`src/rtl/iiitb_riscv_mem_arb.sv`:
```
// Arbiter/sequencer sharing one single-port unified memory between the fetch port and the
// load/store port. Data port has priority; a starvation counter forces fetch progress.
//
// state | meaning
// IDLE  | no access in flight; arbitrate and latch the winner's request
// ISSUE | memory strobe cycle; winner's grant pulses
// WAIT  | read in flight; down-count the memory latency, then return data
module iiitb_riscv_mem_arb #(
    parameter int AW         = 5,
    parameter int DW         = 32,
    parameter int LAT        = 1,
    parameter int STARVE_MAX = 4
) (
    input  logic          clk,
    input  logic          rst_n,
    input  logic          if_req,
    input  logic [AW-1:0] if_addr,
    output logic          if_gnt,
    output logic          if_rvalid,
    output logic [DW-1:0] if_rdata,
    input  logic          dm_req,
    input  logic          dm_we,
    input  logic [AW-1:0] dm_addr,
    input  logic [DW-1:0] dm_wdata,
    output logic          dm_gnt,
    output logic          dm_rvalid,
    output logic [DW-1:0] dm_rdata,
    output logic          mem_en,
    output logic          mem_we,
    output logic [AW-1:0] mem_addr,
    output logic [DW-1:0] mem_wdata,
    input  logic [DW-1:0] mem_rdata,
    output logic          busy
);

    typedef enum logic [1:0] {
        IDLE  = 2'd0,
        ISSUE = 2'd1,
        WAIT  = 2'd2
    } state_t;

    localparam logic [3:0] STARVE_LIM = 4'(STARVE_MAX);
    localparam logic [2:0] LAT_INIT   = 3'(LAT);

    state_t     state;
    logic       owner_dm;
    logic [2:0] wait_cnt;
    logic [3:0] starve_cnt;
    logic       pick_if;
    logic       pick_dm;

    // Fetch only beats a pending data request once the data port has used up its allowance.
    assign pick_if = if_req && (!dm_req || (starve_cnt == STARVE_LIM));
    assign pick_dm = dm_req && !pick_if;
    assign busy    = (state != IDLE);

    always_ff @(posedge clk or negedge rst_n) begin
        if (!rst_n) begin
            state      <= IDLE;
            owner_dm   <= 1'b0;
            wait_cnt   <= '0;
            starve_cnt <= '0;
            if_gnt     <= 1'b0;
            if_rvalid  <= 1'b0;
            if_rdata   <= '0;
            dm_gnt     <= 1'b0;
            dm_rvalid  <= 1'b0;
            dm_rdata   <= '0;
            mem_en     <= 1'b0;
            mem_we     <= 1'b0;
            mem_addr   <= '0;
            mem_wdata  <= '0;
        end else begin
            if_gnt    <= 1'b0;
            dm_gnt    <= 1'b0;
            if_rvalid <= 1'b0;
            dm_rvalid <= 1'b0;
            mem_en    <= 1'b0;
            mem_we    <= 1'b0;
            case (state)
                IDLE: begin
                    if (pick_if) begin
                        state      <= ISSUE;
                        owner_dm   <= 1'b0;
                        mem_en     <= 1'b1;
                        mem_we     <= 1'b0;
                        mem_addr   <= if_addr;
                        if_gnt     <= 1'b1;
                        starve_cnt <= '0;
                    end else if (pick_dm) begin
                        state     <= ISSUE;
                        owner_dm  <= 1'b1;
                        mem_en    <= 1'b1;
                        mem_we    <= dm_we;
                        mem_addr  <= dm_addr;
                        mem_wdata <= dm_wdata;
                        dm_gnt    <= 1'b1;
                        if (!if_req) begin
                            starve_cnt <= '0;
                        end else if (starve_cnt != STARVE_LIM) begin
                            starve_cnt <= starve_cnt + 4'd1;
                        end
                    end else begin
                        starve_cnt <= '0;
                    end
                end
                ISSUE: begin
                    if (mem_we) begin
                        state <= IDLE;
                    end else begin
                        state    <= WAIT;
                        wait_cnt <= LAT_INIT;
                    end
                end
                WAIT: begin
                    wait_cnt <= wait_cnt - 3'd1;
                    if (wait_cnt == 3'd1) begin
                        state <= IDLE;
                        if (owner_dm) begin
                            dm_rdata  <= mem_rdata;
                            dm_rvalid <= 1'b1;
                        end else begin
                            if_rdata  <= mem_rdata;
                            if_rvalid <= 1'b1;
                        end
                    end
                end
                default: state <= IDLE;
            endcase
        end
    end

endmodule

```
`config.mk`:
```
export PLATFORM = sky130hd
export DESIGN_NAME = iiitb_riscv_mem_arb
export DESIGN_NICKNAME = d
export VERILOG_FILES = /design/src/rtl/iiitb_riscv_mem_arb.sv
export SDC_FILE = /design/constraint.sdc
export NUM_CORES = 1
export LEC_CHECK = 0
export ABC_AREA = 1
export BUFFER_PORTS_ARGS = -buffer_cell sky130_fd_sc_hd__buf_4
export CORE_MARGIN = 5
export CORE_UTILIZATION = 52
export DETAILED_ROUTE_END_ITERATION = 6
export GPL_TIMING_DRIVEN = 0
export PLACE_DENSITY = 0.85
export SYNTH_ARGS = -nofsm -noshare
export SYNTH_HDL_FRONTEND = slang
export SYNTH_SLANG_ARGS = --single-unit
```
`constraint.sdc`:
```
create_clock -name clk -period 3.5 [get_ports clk]
set_clock_uncertainty 0.1 [all_clocks]
set_input_delay 0.7 -clock clk [delete_from_list [all_inputs] [get_ports clk]]
set_output_delay 0.7 -clock clk [all_outputs]
set_load 0.02 [all_outputs]
```
Yosys cells after proc, flatten, opt, wreduce, memory -nomap -nowiden
Cells that the tools add are included.
{"block": "word_totals", "register_bits": 117, "word_cells": 74, "output_inout_bits": 108, "in_bits": 79}
{"block": "classes", "add_sub_neg": 2, "n_eq_ne": 9, "mux": 31, "reduce_logical": 16, "n_bitwise": 2}
{"operator": "$mux W1", "n": 18}
{"operator": "$mux W4", "n": 4}
{"operator": "$mux W5", "n": 2}
{"operator": "$reduce_and A3 Y1", "n": 3}
{"operator": "$mux W2", "n": 4}
{"operator": "$ne A4 B3 Y1 const B", "n": 2}
{"operator": "$reduce_and A2 Y1", "n": 4}
{"operator": "$pmux W2 S3", "n": 1}
{"operator": "$pmux W3 S2", "n": 1}
{"operator": "$reduce_bool A2 Y1", "n": 3}
{"operator": "$add A4 B1 Y4 const B", "n": 1}
{"operator": "$eq A4 B3 Y1 const B", "n": 1}
{"operator": "$ne A2 B2 Y1 const B", "n": 2}
{"operator": "$eq A3 B1 Y1 const B", "n": 1}
{"operator": "$mux W3", "n": 1}
{"operator": "$ne A3 B3 Y1 const B", "n": 1}
{"operator": "$sub A3 B1 Y3 const B", "n": 1}
{"operator": "$eq A2 B1 Y1 const B", "n": 1}
{"operator": "$eq A2 B2 Y1 const B", "n": 1}
{"operator": "$logic_and A1 B1 Y1", "n": 2}
{"operator": "$logic_not A1 Y1", "n": 2}
{"operator": "$logic_not A2 Y1", "n": 1}
{"operator": "$not A1 Y1", "n": 2}
{"operator": "$logic_or A1 B1 Y1", "n": 1}

Depth between registers and ports, before layout
{"block": "depth", "depth_word": 8, "depth_mapped": 10, "mapped_depth_nobuf": 9}

Worst setup path before layout
OpenSTA, ideal clock, no wires.
{"block": "synth_timing", "path_kind": "input port to flip-flop", "start": "input port if_req", "end": "register owner_dm", "path_slack_ns": 1.836, "path_stages": 8, "required_ns": 3.286, "arrival_ns": 1.449, "setup_time_ns": 0.114, "n_path_buf": 2, "cell_sequence": "buf_4 -> nor2_4 -> nor2_8 -> nand2_8 -> inv_8 -> buf_8 -> nor2_2 -> inv_1"}
{"block": "synth_via", "elab_chain_len": 5, "elab_cells_between_ends": 6, "classes_between": "mux: 1; reduce/logical: 5"}
{"item": "start: declaration", "line_no": "16", "source": "input logic if_req,"}
{"item": "$logic_and A1 B1 Y1 *", "line_no": "53", "source": "assign pick_if = if_req && (!dm_req || (starve_cnt == STARVE_LIM));"}
{"item": "$logic_not A1 Y1", "line_no": "54", "source": "assign pick_dm = dm_req && !pick_if;"}
{"item": "$logic_and A1 B1 Y1", "line_no": "54"}
{"item": "$reduce_bool A2 Y1 (no source line)"}
{"item": "$reduce_and A2 Y1 (no source line)"}
{"item": "end signal: assignment", "line_no": "60", "source": "owner_dm <= 1'b0;"}
{"item": "end signal: assignment", "line_no": "84", "source": "owner_dm <= 1'b0;"}
{"item": "end signal: assignment", "line_no": "92", "source": "owner_dm <= 1'b1;"}
{"item": "end: declaration", "line_no": "46", "source": "logic owner_dm;"}
Mark *: on every way between the ends. The rest lies on a longest branch, timed or not.
A chain may end at the register's enable or synchronous reset.

Final worst setup path
{"block": "layout_timing", "start": "register state[1]", "end": "output port busy"}
{"block": "layout_via", "elab_chain_len": 1}
{"item": "start: declaration", "line_no": "45", "source": "state_t state;"}
{"item": "start signal: assignment", "line_no": "59", "source": "state <= IDLE;"}
{"item": "start signal: assignment", "line_no": "83", "source": "state <= ISSUE;"}
{"item": "start signal: assignment", "line_no": "91", "source": "state <= ISSUE;"}
{"item": "$reduce_bool A2 Y1", "line_no": "55", "source": "assign busy = (state != IDLE);"}
{"item": "end: declaration", "line_no": "33", "source": "output logic busy"}
Every way passes these cells.

==> results.yml <==
status:
  status: "completed"
die:
  ios: 187
  start_util_pct: 53.8
  core_area_um2: 8810
  rows: 34
  dieArea_um2: 11100
  dieHeight_um: 105
  fp.dieW_um: 105
sta:
  rsz0062_at_grt: "false"
  slew_headroom_pct: 63.5
  period_minus_slack_ps: 2110
  hold_viol_final: 0
  tns_ps: 0
  setup_viol: 0
  fmax_mhz: 473
  final_max_slew_viol_count: 0
  worst_pin_slew_ps: 547
  fin_crit_sh_pct: 60.4
layout:
  antenna_cells: 0
  drive_gt1_share_pct: 33.7
  final_nets: 807
  design_area_um2: 6880
  area_growth_pct: 45.2
synth:
  synth_nets: 602
  syn-cell-area_um2: 4740
  ys_ff_latch: 117
  ys_seq_area_share_pct: 61.8
  syn_inst: 519
  syn_area_per_cell_um2: 9.13
  yosysWarnings: 0
  yosys.cell_types.count: 26
clock_network:
  clk_path_buf_depth: 2
  cts_sinks: 117
  clk_pin_slew_ps: 60
  cts_buffers: 17
  htree_levels: 4
  clk_latency_ps: 490
  cts_resized: 0
  postCtsSetupRepairBufs: 0
  tritoncts: "built"
  cts_root_buffer: "clkbuf_8"
  ctsHoldBuffers: 0
power:
  p_leak_nw: 3.80
  switchingPower_w: 0.00279
  internal_power_w: 0.00438
  pwr-share-seq_pct: 33.3
  sw_frac_of_total_pct: 38.9
  clockPowerShare_pct: 23.7
  powerDensity_nw_per_um2: 1040
  power_frac_comb_pct: 43.0
  vdd_drop_max_v: 0.000491
drt:
  drt_iter0_drc: 187
  drtPass1Iterations: 4
  wire_per_inst_um: 15.3
  wirelength_um: 12900
  vias: 4179
  ant_nets: 0
  drcViolationCount: 0
  via_per_inst: 4.96
setup_path:
  required_ps: 2700
  endpoint_kind: "output port"
  start_kind: "flip-flop"
  reg2reg_to: "dm_rdata[17]"
  r2r_slack_ps: 1710
  path_class: "reg -> out"
  reg2reg_from: "wait_cnt[1]"
  reg2reg_depth: 7
  crit_fanout: 8
  cp.arrival_ps: 1310
place:
  post-dp-hpwl_um: 9010
  place_area_um2: 6260
  routabilityCongestion: 0.800
  portBuffers: 185
global_route:
  grt_first_pass_wirelength_um: 21000
  overflow: 0
  antenna_found_initial: 0
  grtUsageTotal_pct: 23.6
  grt_max_degree: 118
  grt_pass1_vias: 4272
min_path:
  hold_path_class: "in -> async"
run:
  drv_cap: 0
-- cell usage after synthesis --
cell | count | share of area [%]
o21bai_1 | 1 | 0.16
buf_2 | 4 | 0.42
xor2_1 | 1 | 0.18
a21oi_1 | 6 | 0.63
clkbuf_1 | 2 | 0.16
inv_2 | 3 | 0.24
nand3_1 | 12 | 1.3
nor3_2 | 1 | 0.21
nor2_2 | 1 | 0.13
o22ai_1 | 1 | 0.13
nor2_8 | 1 | 0.42
ha_1 | 4 | 1.1
nand2_8 | 1 | 0.42
nand2_2 | 3 | 0.40
dfrtp_1 | 117 | 62
inv_8 | 1 | 0.24
inv_1 | 55 | 4.4
o21ai_0 | 39 | 4.1
buf_8 | 1 | 0.32
buf_4 | 5 | 0.79
nor2_4 | 1 | 0.24
nand4_4 | 1 | 0.45
nand2_1 | 238 | 19
nand2_4 | 1 | 0.24
buf_6 | 8 | 1.9
nor2_1 | 11 | 0.87
-- cells in the final DEF (no fill, tap or decap), types with 3 or more instances in the layout --
cell type / Yosys / final
inv_1: 55 / 55
nand3_1: 12 / 12
a21oi_1: 6 / 6
buf_2: 4 / 4
dfrtp_1: 117 / 117
buf_4: 5 / 189
inv_2: 3 / 3
nand2_2: 3 / 3
clkbuf_16: 0 / 16
o21ai_0: 39 / 39
nand2_1: 238 / 238
clkbuf_8: 0 / 4
buf_6: 8 / 9
ha_1: 4 / 4
bufinv_16: 0 / 3
nor2_1: 11 / 11
clkinv_2: 0 / 5
-- kinds of logic after synthesis --
| logic type | count (synthesis) | share of synthesized area (%) |
|---|---|---|
| buffers and inverters | 79 | 8.42 |
| AOI/OAI and AO/OA | 47 | 5.04 |
| DFF | 117 | 61.8 |
| and+or+nand+nor | 271 | 23.5 |
| xor gates and xnor gates | 1 | 0.185 |
| adders and majority gates | 4 | 1.06 |
-- metrics by stage --
stage / hold WS, ps / setup slack [ps] / utilization, % / total power [W] / cells
floorplan: 304 / 1840 / - / 0.00404 / 519
detailed placement: 366 / 1350 / 71.1 / 0.00546 / 812
global placement: 363 / 1400 / 71.1 / 0.00535 / 812
finish: 66.6 / 1390 / 78.1 / 0.00717 / 843
CTS: 276 / 1370 / 77.8 / 0.00721 / 842
global route: 94.5 / 1310 / 78.1 / 0.00760 / 843
-- power groups by stage --
stage	logic (W)	clock network [W]	registers (W)
2_1_floorplan	0.000964	0	0.00308
3_3_place_gp	0.00299	0	0.00236
3_5_place_dp	0.00307	0	0.00238
4_1_cts	0.00311	0.00172	0.00238
5_1_grt	0.00334	0.00179	0.00247
6_report	0.00308	0.00170	0.00239
-- how the worst max path moves through the flow --
stage,startpoint,endpoint,cells past startpoint
floorplan,if_req,owner_dm,8
global placement,rst_n,mem_addr[0],1
detailed placement,rst_n,mem_addr[0],1
CTS,state[1],busy,3
global route,state[1],busy,3
finish,state[1],busy,3
-- layout make-up --
cell class	instances	area (um^2)
clock inverters	10	130
plain buffers	20	170
repair buffers	186	1420
well taps	108	135
inverters	59	229
clock buffers	20	455
multi-input cells	323	1410
flip-flops and latches	117	2930
fillers	576	1930
-- registers in the layout, indices dropped and copies added (netlist names), 2 cells and up --
register	count
dm_rdata	32
if_rdata	32
mem_addr	5
mem_wdata	32
starve_cnt	4
state	2
wait_cnt	3
-- critical path, stage by stage, from the launching register on --
cell and delay (ps):
dfrtp_1 390, inv_1 80, nand2_2 140, buf_4 200
-- routing by layer --
| layer | vias up | wire, um | track usage [%] | share of wire (%) |
|---|---|---|---|---|
| li1 | 1978 | - | - | - |
| met3 | 12 | 1200 | 8.01 | 9.3 |
| met5 | - | 0 | 0 | 0 |
| met2 | 187 | 6470 | 39.8 | 50 |
| met1 | 2002 | 5080 | 29.0 | 40 |
| met4 | 0 | 107 | 6.65 | 0.83 |
(Power assumes the default switching activity.)
